`config.mk`:
```
export PLATFORM = sky130hd
export DESIGN_NAME = kd_tree_sequencer
export DESIGN_NICKNAME = d
export VERILOG_FILES = /design/src/rtl/kd_tree_pkg.sv /design/src/rtl/kd_tree_sequencer_fifo.sv /design/src/rtl/kd_tree_sequencer.sv
export SDC_FILE = /design/constraint.sdc
export NUM_CORES = 1
export LEC_CHECK = 0
export BUFFER_PORTS_ARGS = -buffer_cell sky130_fd_sc_hd__buf_2
export CAP_MARGIN = 5
export CORE_UTILIZATION = 45
export CTS_BUF_LIST = sky130_fd_sc_hd__clkbuf_16
export DETAILED_ROUTE_END_ITERATION = 7
export GPL_ROUTABILITY_DRIVEN = 0
export PLACE_DENSITY_LB_ADDON = 0.25
export SLEW_MARGIN = 20
export SYNTH_ARGS = -nofsm -noshare
export SYNTH_HDL_FRONTEND = slang
export SYNTH_SLANG_ARGS = --single-unit
```
`constraint.sdc`:
```
create_clock -name clk -period 7.4 [get_ports clk]
set_input_delay 0.74 -clock clk [delete_from_list [all_inputs] [get_ports clk]]
set_output_delay 0.74 -clock clk [all_outputs]
set_load 0.03 [all_outputs]
```
`src/rtl/kd_tree_pkg.sv`:
```
// -----------------------------------------------------------------------------
// kd_tree_pkg
// Shared declarations for the KD-tree sequencer and the internal-node tree.
//   seq_state_t       : sequencer phase (IDLE, LOAD, SEARCH, DRAIN)
//   KD_PATCH_WIDTH    : default query patch width (5 x 11-bit signed)
//   KD_ADDRESS_WIDTH  : default leaf index width
//   KD_TREE_LATENCY   : default tree pipeline latency in cycles
//   sat_inc32()       : saturating 32-bit increment for statistics counters
// -----------------------------------------------------------------------------
package kd_tree_pkg;

    typedef enum logic [1:0] {
        IDLE   = 2'd0,
        LOAD   = 2'd1,
        SEARCH = 2'd2,
        DRAIN  = 2'd3
    } seq_state_t;

    localparam int unsigned KD_PATCH_WIDTH   = 32'd55;
    localparam int unsigned KD_ADDRESS_WIDTH = 32'd8;
    localparam int unsigned KD_TREE_LATENCY  = 32'd6;

    // Counters stick at all-ones instead of wrapping back to zero.
    function automatic logic [31:0] sat_inc32(input logic [31:0] value);
        return (value == 32'hFFFF_FFFF) ? value : (value + 32'd1);
    endfunction

endpackage

```
`src/rtl/kd_tree_sequencer_fifo.sv`:
```
// -----------------------------------------------------------------------------
// leaf_result_fifo
// Synchronous DEPTH x WIDTH FIFO holding leaf indices in query order.
// The head entry is kept in its own register so the read data is a flop output.
// Ports:
//   clk, rst_n  : clock, asynchronous active-low reset
//   push        : write push_data (ignored if full and not popping)
//   push_data   : entry to write
//   pop         : remove the head entry (ignored if empty)
//   head_data   : registered copy of the current head entry
//   empty       : no entries stored
//   count       : number of stored entries
// -----------------------------------------------------------------------------
module leaf_result_fifo
    import kd_tree_pkg::*;
#(
    parameter int unsigned DEPTH = 32'd8,
    parameter int unsigned WIDTH = KD_ADDRESS_WIDTH,
    parameter int unsigned CNT_W = $clog2(DEPTH + 32'd1)
) (
    input  logic             clk,
    input  logic             rst_n,
    input  logic             push,
    input  logic [WIDTH-1:0] push_data,
    input  logic             pop,
    output logic [WIDTH-1:0] head_data,
    output logic             empty,
    output logic [CNT_W-1:0] count
);

    localparam int unsigned PTR_W = (DEPTH > 32'd1) ? $clog2(DEPTH) : 32'd1;

    logic [WIDTH-1:0] mem_q [DEPTH];
    logic [WIDTH-1:0] mem_d [DEPTH];
    logic [PTR_W-1:0] wr_ptr_q, wr_ptr_d;
    logic [PTR_W-1:0] rd_ptr_q, rd_ptr_d;
    logic [CNT_W-1:0] count_q, count_d;
    logic [WIDTH-1:0] head_q, head_d;
    logic             do_push_s;
    logic             do_pop_s;

    function automatic logic [PTR_W-1:0] ptr_inc(input logic [PTR_W-1:0] ptr);
        return (ptr == PTR_W'(DEPTH - 32'd1)) ? '0 : (ptr + PTR_W'(1));
    endfunction

    // Next-state computation for storage, pointers, occupancy and head register.
    always_comb begin
        do_pop_s  = pop && (count_q != '0);
        do_push_s = push && ((count_q != CNT_W'(DEPTH)) || do_pop_s);

        mem_d    = mem_q;
        wr_ptr_d = wr_ptr_q;
        rd_ptr_d = rd_ptr_q;
        count_d  = count_q;

        if (do_push_s) begin
            mem_d[wr_ptr_q] = push_data;
            wr_ptr_d        = ptr_inc(wr_ptr_q);
        end else begin
            wr_ptr_d = wr_ptr_q;
        end

        if (do_pop_s) begin
            rd_ptr_d = ptr_inc(rd_ptr_q);
        end else begin
            rd_ptr_d = rd_ptr_q;
        end

        case ({do_push_s, do_pop_s})
            2'b10:   count_d = count_q + CNT_W'(1);
            2'b01:   count_d = count_q - CNT_W'(1);
            default: count_d = count_q;
        endcase

        // A word written into the slot the read pointer lands on becomes the
        // head directly, since the array copy is only visible next cycle.
        if (do_push_s && (wr_ptr_q == rd_ptr_d)) begin
            head_d = push_data;
        end else begin
            head_d = mem_q[rd_ptr_d];
        end
    end

    // FIFO state registers.
    always_ff @(posedge clk or negedge rst_n) begin
        if (!rst_n) begin
            for (int i = 0; i < int'(DEPTH); i++) begin
                mem_q[i] <= '0;
            end
            wr_ptr_q <= '0;
            rd_ptr_q <= '0;
            count_q  <= '0;
            head_q   <= '0;
        end else begin
            mem_q    <= mem_d;
            wr_ptr_q <= wr_ptr_d;
            rd_ptr_q <= rd_ptr_d;
            count_q  <= count_d;
            head_q   <= head_d;
        end
    end

    assign head_data = head_q;
    assign empty     = (count_q == '0);
    assign count     = count_q;

endmodule

```
`src/rtl/kd_tree_sequencer.sv`:
```
// -----------------------------------------------------------------------------
// kd_tree_sequencer
// Sequences the KD-tree: loads NUM_NODES internal-node words, then streams
// query patches through the fixed-latency tree and returns leaf indices in
// query order through a credit-guarded result FIFO.
// Optional feature macro: KD_TREE_SEQ_STATS_EN adds query_count/stall_count.
// Ports:
//   clk, rst_n                 : clock, asynchronous active-low reset
//   start / flush              : begin a load (IDLE) / end the search phase
//   node_enq / node_full_n     : aggregator node-word handshake
//   tree_load_en / load_done   : tree load enable, end-of-load pulse
//   query_valid/ready/patch    : query input handshake
//   tree_patch/tree_leaf_index : tree datapath interface
//   result_valid/ready/index   : result output handshake
//   busy / stray_node          : not IDLE / sticky node_enq seen outside LOAD
//   query_count / stall_count  : statistics (only with KD_TREE_SEQ_STATS_EN)
// -----------------------------------------------------------------------------
module kd_tree_sequencer
    import kd_tree_pkg::*;
#(
    parameter int unsigned NUM_NODES     = 32'd63,
    parameter int unsigned PATCH_WIDTH   = KD_PATCH_WIDTH,
    parameter int unsigned ADDRESS_WIDTH = KD_ADDRESS_WIDTH,
    parameter int unsigned TREE_LATENCY  = KD_TREE_LATENCY,
    parameter int unsigned RESULT_DEPTH  = 32'd8
) (
    input  logic                     clk,
    input  logic                     rst_n,
    input  logic                     start,
    input  logic                     flush,
    input  logic                     node_enq,
    output logic                     node_full_n,
    output logic                     tree_load_en,
    output logic                     load_done,
    input  logic                     query_valid,
    output logic                     query_ready,
    input  logic [PATCH_WIDTH-1:0]   query_patch,
    output logic [PATCH_WIDTH-1:0]   tree_patch,
    input  logic [ADDRESS_WIDTH-1:0] tree_leaf_index,
    output logic                     result_valid,
    input  logic                     result_ready,
    output logic [ADDRESS_WIDTH-1:0] result_index,
    output logic                     busy,
`ifdef KD_TREE_SEQ_STATS_EN
    output logic [31:0]              query_count,
    output logic [31:0]              stall_count,
`endif
    output logic                     stray_node
);

    localparam int unsigned NODE_CNT_W = $clog2(NUM_NODES + 32'd1);
    // Stage 0 tracks the query sitting in the tree_patch register; the tree
    // latency counts from there, so the index is ready when a 1 leaves the
    // last stage.
    localparam int unsigned VLD_W      = TREE_LATENCY + 32'd1;
    localparam int unsigned INF_W      = $clog2(VLD_W + 32'd1);
    localparam int unsigned FCNT_W     = $clog2(RESULT_DEPTH + 32'd1);

    seq_state_t               state_q, state_d;
    logic [NODE_CNT_W-1:0]    node_cnt_q, node_cnt_d;
    logic [VLD_W-1:0]         vld_q, vld_d;
    logic [PATCH_WIDTH-1:0]   tree_patch_q, tree_patch_d;
    logic                     load_done_q, load_done_d;
    logic                     node_full_n_q, node_full_n_d;
    logic                     tree_load_en_q, tree_load_en_d;
    logic                     busy_q, busy_d;
    logic                     stray_q, stray_d;
`ifdef KD_TREE_SEQ_STATS_EN
    logic [31:0]              query_count_q, query_count_d;
    logic [31:0]              stall_count_q, stall_count_d;
`endif

    logic [INF_W-1:0]         inflight_s;
    logic [31:0]              outstanding_s;
    logic [FCNT_W-1:0]        fifo_count_s;
    logic                     fifo_empty_s;
    logic                     accept_s;
    logic                     push_s;
    logic                     pop_s;
    logic                     start_acc_s;

    // Credit accounting: every accepted, not yet returned query owns one FIFO slot.
    always_comb begin
        inflight_s = '0;
        for (int i = 0; i < int'(VLD_W); i++) begin
            inflight_s = inflight_s + INF_W'(vld_q[i]);
        end
        outstanding_s = 32'(inflight_s) + 32'(fifo_count_s);
        query_ready   = (state_q == SEARCH) && (outstanding_s < RESULT_DEPTH);
        accept_s      = query_valid && query_ready;
        push_s        = vld_q[VLD_W-1];
        pop_s         = result_valid && result_ready;
        start_acc_s   = (state_q == IDLE) && start;
    end

    // Phase sequencing, node counting, query pipeline tracking and registered outputs.
    always_comb begin
        state_d      = state_q;
        node_cnt_d   = node_cnt_q;
        load_done_d  = 1'b0;
        stray_d      = stray_q || (node_enq && (state_q != LOAD));
        vld_d        = {vld_q[VLD_W-2:0], accept_s};

        if (accept_s) begin
            tree_patch_d = query_patch;
        end else begin
            tree_patch_d = tree_patch_q;
        end

        case (state_q)
            IDLE: begin
                if (start) begin
                    state_d    = LOAD;
                    node_cnt_d = '0;
                end else begin
                    state_d = IDLE;
                end
            end
            LOAD: begin
                if (node_enq) begin
                    if (node_cnt_q == NODE_CNT_W'(NUM_NODES - 32'd1)) begin
                        state_d     = SEARCH;
                        load_done_d = 1'b1;
                    end else begin
                        node_cnt_d = node_cnt_q + NODE_CNT_W'(1);
                    end
                end else begin
                    node_cnt_d = node_cnt_q;
                end
            end
            SEARCH: begin
                if (flush) begin
                    state_d = DRAIN;
                end else begin
                    state_d = SEARCH;
                end
            end
            DRAIN: begin
                if ((inflight_s == '0) && fifo_empty_s) begin
                    state_d = IDLE;
                end else begin
                    state_d = DRAIN;
                end
            end
            default: begin
                state_d = IDLE;
            end
        endcase

        node_full_n_d  = (state_d == LOAD);
        tree_load_en_d = (state_d == LOAD);
        busy_d         = (state_d != IDLE);

`ifdef KD_TREE_SEQ_STATS_EN
        if (start_acc_s) begin
            query_count_d = 32'd0;
            stall_count_d = 32'd0;
        end else begin
            query_count_d = accept_s ? sat_inc32(query_count_q) : query_count_q;
            if ((state_q == SEARCH) && query_valid && !query_ready) begin
                stall_count_d = sat_inc32(stall_count_q);
            end else begin
                stall_count_d = stall_count_q;
            end
        end
`endif
    end

    // Sequencer state and output registers.
    always_ff @(posedge clk or negedge rst_n) begin
        if (!rst_n) begin
            state_q        <= IDLE;
            node_cnt_q     <= '0;
            vld_q          <= '0;
            tree_patch_q   <= '0;
            load_done_q    <= 1'b0;
            node_full_n_q  <= 1'b0;
            tree_load_en_q <= 1'b0;
            busy_q         <= 1'b0;
            stray_q        <= 1'b0;
`ifdef KD_TREE_SEQ_STATS_EN
            query_count_q  <= 32'd0;
            stall_count_q  <= 32'd0;
`endif
        end else begin
            state_q        <= state_d;
            node_cnt_q     <= node_cnt_d;
            vld_q          <= vld_d;
            tree_patch_q   <= tree_patch_d;
            load_done_q    <= load_done_d;
            node_full_n_q  <= node_full_n_d;
            tree_load_en_q <= tree_load_en_d;
            busy_q         <= busy_d;
            stray_q        <= stray_d;
`ifdef KD_TREE_SEQ_STATS_EN
            query_count_q  <= query_count_d;
            stall_count_q  <= stall_count_d;
`endif
        end
    end

    leaf_result_fifo #(
        .DEPTH (RESULT_DEPTH),
        .WIDTH (ADDRESS_WIDTH),
        .CNT_W (FCNT_W)
    ) u_result_fifo (
        .clk       (clk),
        .rst_n     (rst_n),
        .push      (push_s),
        .push_data (tree_leaf_index),
        .pop       (pop_s),
        .head_data (result_index),
        .empty     (fifo_empty_s),
        .count     (fifo_count_s)
    );

    assign result_valid = !fifo_empty_s;
    assign node_full_n  = node_full_n_q;
    assign tree_load_en = tree_load_en_q;
    assign load_done    = load_done_q;
    assign tree_patch   = tree_patch_q;
    assign busy         = busy_q;
    assign stray_node   = stray_q;
`ifdef KD_TREE_SEQ_STATS_EN
    assign query_count  = query_count_q;
    assign stall_count  = stall_count_q;
`endif

endmodule

```
======== Word-level counts from Yosys, hierarchy flattened ========
Index checks and enable logic that the tools add are counted.
storage, ports and cells
  memories ................................ 0
  word-level logic and storage cells ...... 97
  RAM bits ................................ 0
  bits in read-only memories .............. 0
  flip-flop bits (word level) ............. 156
  input port bits ......................... 70
  bits in latches ......................... 0
  output and inout port bits .............. 70
cells by class
  equality and inequality tests ........... 15
  divide/modulo/power cells ............... 0
  reductions and logical operators ........ 20
  order comparisons ....................... 4
  $mul .................................... 0
  shift operators ......................... 0
  $add $sub $neg .......................... 12
  multiplexer cells ....................... 24
  bitwise gates (word level) .............. 2
operators by type and width
  kind                   count
  $bwmux W64             1
  $mux W8                4
  $bmux W8 S3            1
  $demux W8 S3           1
  $mux W6                3
  $add A3 B1 Y3          4
  $pmux W6 S2            1
  $logic_and A1 B1 Y1    9
  $mux W3                3
  $ge A4 B4 Y1 const B   2
  $not A3 Y4             2
  $pmux W2 S4            1
  $pmux W4 S2            1
  $add A3 B1 Y3 const B  2
  $add A6 B1 Y6 const B  1
  $eq A2 B1 Y1 const B   3
  $eq A2 B2 Y1 const B   3
  $eq A3 B3 Y1 const B   2
  $eq A6 B6 Y1 const B   1
  $mux W2                3
  $ne A2 B2 Y1 const B   3
  $reduce_bool A2 Y1     3
  $add A3 B4 Y5          1
  $lt A5 B4 Y1 const B   1
  other kinds (16)       21

======== Longest topological paths before layout ========
Gate-level depths: netlist (run 1).
  depth after elaboration ................. 11
  depth in mapped cells ................... 14

======== By module ========
Synthesis (run 1) repeated with hierarchy kept, for this count alone.
second synthesis, totals
  cells, all modules ...................... 599
  area total of the unflattened synthesis .. 7,125.6 µm²
modules (own cells, without submodules)
  module             instances  area an instance (µm²)  cells an instance
  leaf_result_fifo   1          3,932.5                 390
  kd_tree_sequencer  1          3,193.1                 209

======== Least setup slack after synthesis (run 1) ========
OpenSTA, ideal clock, no wires.
  kind .................................... register to register
  from .................................... reg vld_q[0]
  to ...................................... reg tree_patch_q[16], in the netlist tree_patch[16]
  data required time ...................... 7,275 ps
  buffers on the path ..................... 2
  setup time .............................. 125 ps
  cell stages (with the launch flop) ...... 15
  data arrival time ....................... 4,093 ps
  slack ................................... 3,182 ps
  path through ............................ dfrtp_1 fa_1 inv_1 fa_1 fa_1 fa_1 inv_1 ha_1 nor3b_1 o21ai_0 and4b_1 nand2_1 clkbuf_1 buf_2 mux2_2
on the way
  cells in the longest elaborated chain, start to end .. 10
ends and longest elaborated chain
  item                        RTL line                  RTL
  from (decl)                 kd_tree_sequencer.sv:61   logic [VLD_W-1:0] vld_q, vld_d;
  from (signal assigned)      kd_tree_sequencer.sv:188  vld_q <= vld_d;
  $add A1 B1 Y2               kd_tree_sequencer.sv:86   inflight_s = inflight_s + INF_W'(vld_q[i]);
  $add A2 B1 Y3               kd_tree_sequencer.sv:86
  $add A3 B1 Y3 (4 in a row)  kd_tree_sequencer.sv:86
  $add A3 B4 Y5               kd_tree_sequencer.sv:88   outstanding_s = 32'(inflight_s) + 32'(fifo_count_s);
  $lt A5 B4 Y1                kd_tree_sequencer.sv:89   query_ready = (state_q == SEARCH) && (outstanding_s < RESULT_DEPTH);
  $logic_and A1 B1 Y1         kd_tree_sequencer.sv:89
  net query_ready             kd_tree_sequencer.sv:36   output logic query_ready,
  $logic_and A1 B1 Y1         kd_tree_sequencer.sv:90   accept_s = query_valid && query_ready;
  to (signal assigned)        kd_tree_sequencer.sv:189  tree_patch_q <= tree_patch_d;
  to (decl)                   kd_tree_sequencer.sv:62   logic [PATCH_WIDTH-1:0] tree_patch_q, tree_patch_d;
The timed path passes the listed nets, and every way through them passes these cells.
A chain may end at the register's enable or synchronous reset.

======== Worst setup path in the final report (run 1) ========
  from .................................... reg vld_q[0]
  to ...................................... out query_ready
on the way
  cells in the longest elaborated chain, start to end .. 9
ends and longest elaborated chain
  item                        RTL line
  $add A1 B1 Y2               kd_tree_sequencer.sv:86
  $add A2 B1 Y3               kd_tree_sequencer.sv:86
  $add A3 B1 Y3 (4 in a row)  kd_tree_sequencer.sv:86
  $add A3 B4 Y5               kd_tree_sequencer.sv:88
  $lt A5 B4 Y1                kd_tree_sequencer.sv:89
  $logic_and A1 B1 Y1         kd_tree_sequencer.sv:89
  to (decl)                   kd_tree_sequencer.sv:36
Every way passes these cells.

==> results of run 1 <==
-- layer usage --
layer  global-route usage, %  share of wire [%]
met5                       0                  0
met2                   31.86                 46
met3                   5.530                5.6
met4                   7.405                1.5
met1                   27.04                 46
-- cell usage after synthesis (all sizes together), types with 12 or more instances --
cell,number,area share [%]
dfrtp,156,54
o21ai,12,0.89
buf,13,1.3
mux2,128,20
o31ai,13,1.4
o21a,12,1.3
a21oi,21,1.5
o22ai,18,1.6
inv,21,1.2
nor2,40,2.1
nand2,25,1.3
nand2b,19,1.7
-- per-stage QoR --
step | hold WS, ns | instance area (um^2) | cells | util [%]
after global routing | 0.3970 | 8696 | 928 | 56.37
final | 0.3506 | 8696 | 928 | 56.37
after floorplan | 0.3537 | 7192 | 565 | -
after CTS | 0.3696 | 8696 | 928 | 56.37
after global placement | 0.3641 | 8058 | 896 | 52.23
after detailed placement | 0.3682 | 8058 | 896 | 52.23
-- power breakdown --
group / switching [mW] / internal [mW]
Clock: 0.365 / 0.572
Sequential: 0.171 / 1.10
Combinational: 0.958 / 0.588
-- registers in the layout, summed over array words and instances, names as in the netlist --
signal                   flops
stray_node                   1
state_q                      2
tree_load_en                 1
vld_q                        7
u_result_fifo.mem_q         64
tree_patch                  55
node_cnt_q                   6
u_result_fifo.rd_ptr_q       3
u_result_fifo.wr_ptr_q       3
u_result_fifo.count          4
u_result_fifo.head_data      8
busy                         1
load_done                    1
-- worst max path at each step --
| stage | startpoint | end |
|---|---|---|
| 6_report | vld_q[0] | query_ready |
| 5_1_grt | vld_q[0] | query_ready |
| 4_1_cts | vld_q[0] | query_ready |
| 3_5_place_dp | vld_q[0] | tree_patch[14] |
| 3_3_place_gp | vld_q[0] | tree_patch[14] |
| 2_1_floorplan | vld_q[0] | tree_patch[16] |
-- cells by family (layout without fill, tap and decap cells) --
family                   count (synthesis)  after routing  share of synthesized area (%)
XOR/XNOR                                11             11                          1.444
buffers and inverters                   44            196                          2.957
adder cells (fa/ha/maj)                 16             16                          3.306
AO/OA/AOI/OAI                           95             95                          9.256
AND/OR/NAND/NOR                        111            111                          7.985
flip-flops                             156            156                          54.28
multiplexers                           132            132                          20.77
-- cell usage in the layout, fill, tap and decap left out, drive strengths merged, types with 3 or more instances in the layout --
master  Yosys  routed
xnor2       5       5
ha         11      11
o21a       12      12
nor2       40      40
mux2      128     128
o31ai      13      13
nand2      25      25
nand3b      4       4
clkinv      1       5
nor3b       4       4
a21oi      21      21
inv        21      26
dfrtp     156     156
fa          5       5
nor3        5       5
nor2b       3       3
clkbuf      9      17
mux2i       4       4
a21o        3       3
buf        13     142
xor2        6       6
nand3       3       3
o22ai      18      18
nand2b     19      19
nand4       3       3
o21ai      12      12
bufinv      0       4
-- cell type report --
class,count,share of cell area (%)
clock buffer,17,4.892
clock inverter,15,2.446
inverter,22,1.007
multi-input combinational,365,35.40
sequential,156,44.89
tap,211,3.036
timing repair buffer,142,8.331
==> run_results.csv, run 1 <==
group,metric,value,unit
worst_setup_path,path_class,"reg2out",
timing,setup_violations,0,
logic_synthesis,ys.flop_type,"dfrtp_1",
routing,avgViaCountPerCell,5.236,
worst_setup_path,cp.required,6.66,ns
floorplan,rows,45,
worst_setup_path,rr_startpoint,"vld_q[0]",
clocking,postCtsSetupBuffers,0,
worst_setup_path,end_kind,"output pin",
logic_synthesis,synth_cells,565,
clocking,path_clk_slew,0.07,ns
timing,rsz0062_at_grt,"false",
logic_synthesis,syn_nets,651,
floorplan,die-area,16490,um^2
worst_setup_path,slowest_stage,"fa_1",
final_layout,multiInputGateArea,3078,um^2
timing,period_share,61.63,%
worst_setup_path,path_cells,"fa_1, inv_1, fa_1, fa_1, fa_1, inv_1, ha_1, nor3b_1, o21ai_0, and4b_1, buf_2",
worst_setup_path,crit_arrival,3.82,ns
timing,timing.setup.tns,0,ns
worst_setup_path,crit_fanout,2,
final_layout,register_area,3904,um^2
pwr,power,3.757,mW
floorplan,die_w,128.4,um
logic_synthesis,synth_area_per_cell,12.73,um^2
logic_synthesis,synth_edf_count,0,
timing,finalMaxSlewViolations,0,
worst_setup_path,timing.rr.end,"tree_patch[14]",
timing,worst_pin_slew,1.077,ns
routing,dr.pass1.iters,4,
grt,grt_max_degree,84,
floorplan,die_h,128.4,um
clocking,clkSinkCount,156,
timing,relSlewSlack,27.94,%
floorplan,ios,140,
pwr,power_density,432.1,nW/um^2
placed_design,dp_worst_setup_slack,3.092,ns
logic_synthesis,synth.distinct_cells,56,
placed_design,numPortBuffers,139,
final_layout,fillCellCount,1340,
grt,grt_remaining_overflow,0,
outcome,status,"finished clean",
logic_synthesis,yosysSeqAreaShare,54.28,%
worst_setup_path,slowest_delay,0.54,ns
pwr,ir_worst_vdd,0.2964,mV
clocking,cts_buffer_depth,2,
routing,drt_iter0_drc,255,
worst_hold_path,hold_path_class,"in2async",
worst_setup_path,worstPathBufferInverterCount,3,
routing,vias,4859,
worst_setup_path,rrSetupSlack,3.10,ns
floorplan,core,15430,um^2
timing,post-route-min-period,4.561,ns
clocking,cts_tree,"done",
clocking,cts_resized,0,
logic_synthesis,ys_seq_elements,156,
routing,routed_wl,15450,um
final_layout,antenna_cells,0,
final_layout,area_growth,20.91,%
logic_synthesis,syn-cell-area,7192,um^2
worst_setup_path,crit_family,"adder cells",
routing,ant_nets,0,
grt,grt_pass1_wl,25760,um
worst_setup_path,critPathMostFrequentCell,"fa_1",
logic_synthesis,synthArstFlopShare,100.0,%
floorplan,start_util,46.62,%
logic_synthesis,ys_warn_count,0,
routing,wl_per_cell,16.65,um
worst_setup_path,start_kind,"flip-flop",
clocking,hold_buffers,0,
timing,max_freq,219.3,MHz
timing,worst_slack,2.839,ns
clocking,clkLatencyLatePin,0.43,ns
grt,grt_pass1_vias,5073,
clocking,h-tree-depth,4,
worst_setup_path,cp.depth,11,
clocking,cts-buffers-inserted,17,
timing,hold_viol,0,
grt,grtUsageTotal,20.29,%
timing,clock_skew,0.009885,ns
routing,route.detailed.drc,0,
clocking,root_buffer,"clkbuf_16",
flow_run,maxCapViolCount,0,
final_layout,finalNetCount,790,
worst_setup_path,rr_worst_depth,13,
pwr,p_leak,4.362,nW
final_layout,drive_gt1_share,44.77,%
grt,antenna_found_initial,0,
placed_design,place_hpwl,10360,um
Note: power is estimated with default switching activity, not from simulation.
==> run 2, diff against run 1 <==
clock period = 4.4 ns   (was 7.4 ns; I/O delays follow)
==> run 2 against run 1 <==
  * Worst hold slack worse by 0.27 ns
  * Critical path depth stayed put
  * Highest routed layer is now met5
  * Routed wire length is 0.86% higher
  * Worst setup slack worse by 2.6 ns
  * Clock skew hardly changed
==> run_results.csv, run 2 (same netlist as run 1, synthesis figures left out) <==
group,metric,value,unit
worst_setup_path,rrSetupSlack,0.27,ns
pwr,p_leak,4.339,nW
pwr,power,6.072,mW
worst_setup_path,critPathMostFrequentCell,"fa_1",
timing,worst_slack,0.1895,ns
grt,grt_remaining_overflow,0,
timing,timing.setup.tns,0,ns
worst_setup_path,end_kind,"output pin",
worst_setup_path,slowest_delay,0.53,ns
grt,grt_max_degree,92,
timing,period_share,95.69,%
clocking,root_buffer,"clkbuf_16",
final_layout,finalNetCount,793,
floorplan,start_util,46.62,%
placed_design,place_inst,899,
timing,post-route-min-period,4.211,ns
routing,ant_nets,0,
worst_setup_path,path_class,"reg2out",
clocking,path_clk_slew,0.06,ns
final_layout,final_cell_mix,"156 x dfrtp_1, 137 x buf_2, 128 x mux2_2, 40 x nor2_1, 23 x nand2_1",
pwr,power_density,703.7,nW/um^2
timing,setup_violations,0,
final_layout,antenna_cells,0,
timing,rsz0062_at_grt,"false",
final_layout,fin_area,8630,um^2
floorplan,die_w,128.4,um
timing,holdWs,0.07992,ns
worst_setup_path,timing.rr.end,"tree_patch[52]",
clocking,clkSinkCount,156,
clocking,cts-buffers-inserted,17,
floorplan,ios,140,
timing,worst_pin_slew,1.011,ns
clocking,clkLatencyLatePin,0.42,ns
worst_setup_path,path_cells,"fa_1, inv_1, fa_1, fa_1, fa_1, inv_1, ha_1, nor3b_1, o21ai_0, and4b_1, clkbuf_4",
timing,hold_viol,0,
routing,drt_iter0_drc,244,
pwr,ir_worst_vdd,0.4231,mV
flow_run,maxCapViolCount,0,
routing,avgViaCountPerCell,5.293,
final_layout,multiInputGateArea,3078,um^2
timing,relSlewSlack,32.33,%
grt,grt_pass1_wl,25580,um
final_layout,final_common_cell,"dfrtp_1",
worst_setup_path,start_kind,"flip-flop",
worst_setup_path,cp.required,3.96,ns
clocking,cts_tree,"done",
worst_setup_path,crit_fanout,2,
worst_setup_path,rr_startpoint,"vld_q[0]",
timing,clock_skew,0.009522,ns
routing,vias,4928,
final_layout,register_area,3904,um^2
worst_setup_path,rr_worst_depth,13,
final_layout,area_growth,19.99,%
routing,dr.pass1.iters,4,
final_layout,instances_no_fill,931,
placed_design,dpl_cell_area,8093,um^2
clocking,h-tree-depth,4,
placed_design,numPortBuffers,139,
routing,wl_per_cell,16.74,um
routing,routed_wl,15580,um
worst_hold_path,hold_path_class,"in2async",
final_layout,largest_reg_flops,64,
final_layout,fillCellCount,1325,
outcome,status,"finished clean",
final_layout,drive_gt1_share,44.31,%
grt,grtUsageTotal,20.45,%
timing,max_freq,237.5,MHz
floorplan,rows,45,
grt,antenna_found_initial,1,
placed_design,place_hpwl,10490,um
routing,route.detailed.drc,0,
clocking,postCtsSetupBuffers,0,
timing,finalMaxSlewViolations,0,
final_layout,finish.utilization,55.94,%
floorplan,core,15430,um^2
final_layout,regMostFlops,"u_result_fifo.mem_q",
floorplan,die_h,128.4,um
worst_setup_path,crit_arrival,3.77,ns
placed_design,dp_worst_setup_slack,0.2525,ns
grt,grt_pass1_vias,5070,
clocking,cts_buffer_depth,2,
worst_setup_path,slowest_stage,"fa_1",
floorplan,die-area,16490,um^2
==> run 2: changes by cell type in the layout (fill, tap and decap cells not counted) <==
cell / before / now
buf_12: 0 / 1
buf_2: 138 / 137
buf_4: 3 / 5
bufinv_16: 4 / 1
clkbuf_4: 0 / 1
clkinv_1: 1 / 4
clkinv_2: 1 / 4
clkinv_4: 3 / 1
clkinvlp_4: 2 / 3
inv_1: 19 / 21
inv_6: 4 / 1
inv_8: 1 / 0
==> run 2: worst max-delay path: cells and delay by family, from the launching register on <==
kind / cells / cell delay [ns]
flops: 1 / 0.40
simple gates: 2 / 0.37
buf+inv: 3 / 0.30
compound gates: 1 / 0.12
fa+ha+maj: 5 / 2.16
==> run 2: layout make-up <==
class | instances | area share [%]
clock buffers | 17 | 4.930
inverters | 22 | 1.015
flip-flops and latches | 156 | 45.24
clock inverters | 15 | 1.261
well taps | 211 | 3.059
multi-input cells | 365 | 35.67
repair buffers | 145 | 8.830
==> run 2: worst max path at each step <==
stage | from | endpoint | slack (ns) | cells past startpoint
floorplan | vld_q[0] | tree_patch[16] | 0.18 | 14
global placement | vld_q[0] | tree_patch[4] | 0.38 | 13
detailed placement | vld_q[0] | tree_patch[52] | 0.25 | 13
CTS | vld_q[0] | query_ready | 0.12 | 11
global route | vld_q[0] | query_ready | 0.005 | 11
finish | vld_q[0] | query_ready | 0.19 | 11
==> run 2: routing by layer <==
metal	up-vias	wire length, um	track usage (%)
li1	2303	-	-
met1	2438	6932	26.22
met2	160	7401	31.70
met3	25	906	6.403
met4	2	325	9.619
met5	-	17	0
==> run 2: report_power, final <==
group | leakage (nW) | internal [mW] | switching (mW)
Sequential | 2.05 | 1.86 | 0.292
Clock | 0.264 | 0.764 | 0.561
Combinational | 2.02 | 0.991 | 1.61
==> run 2: repair_timing <==
action,CTS,global route
hold buffers,0,0
resized for setup,0,1
endpoints found under the setup margin,0,1
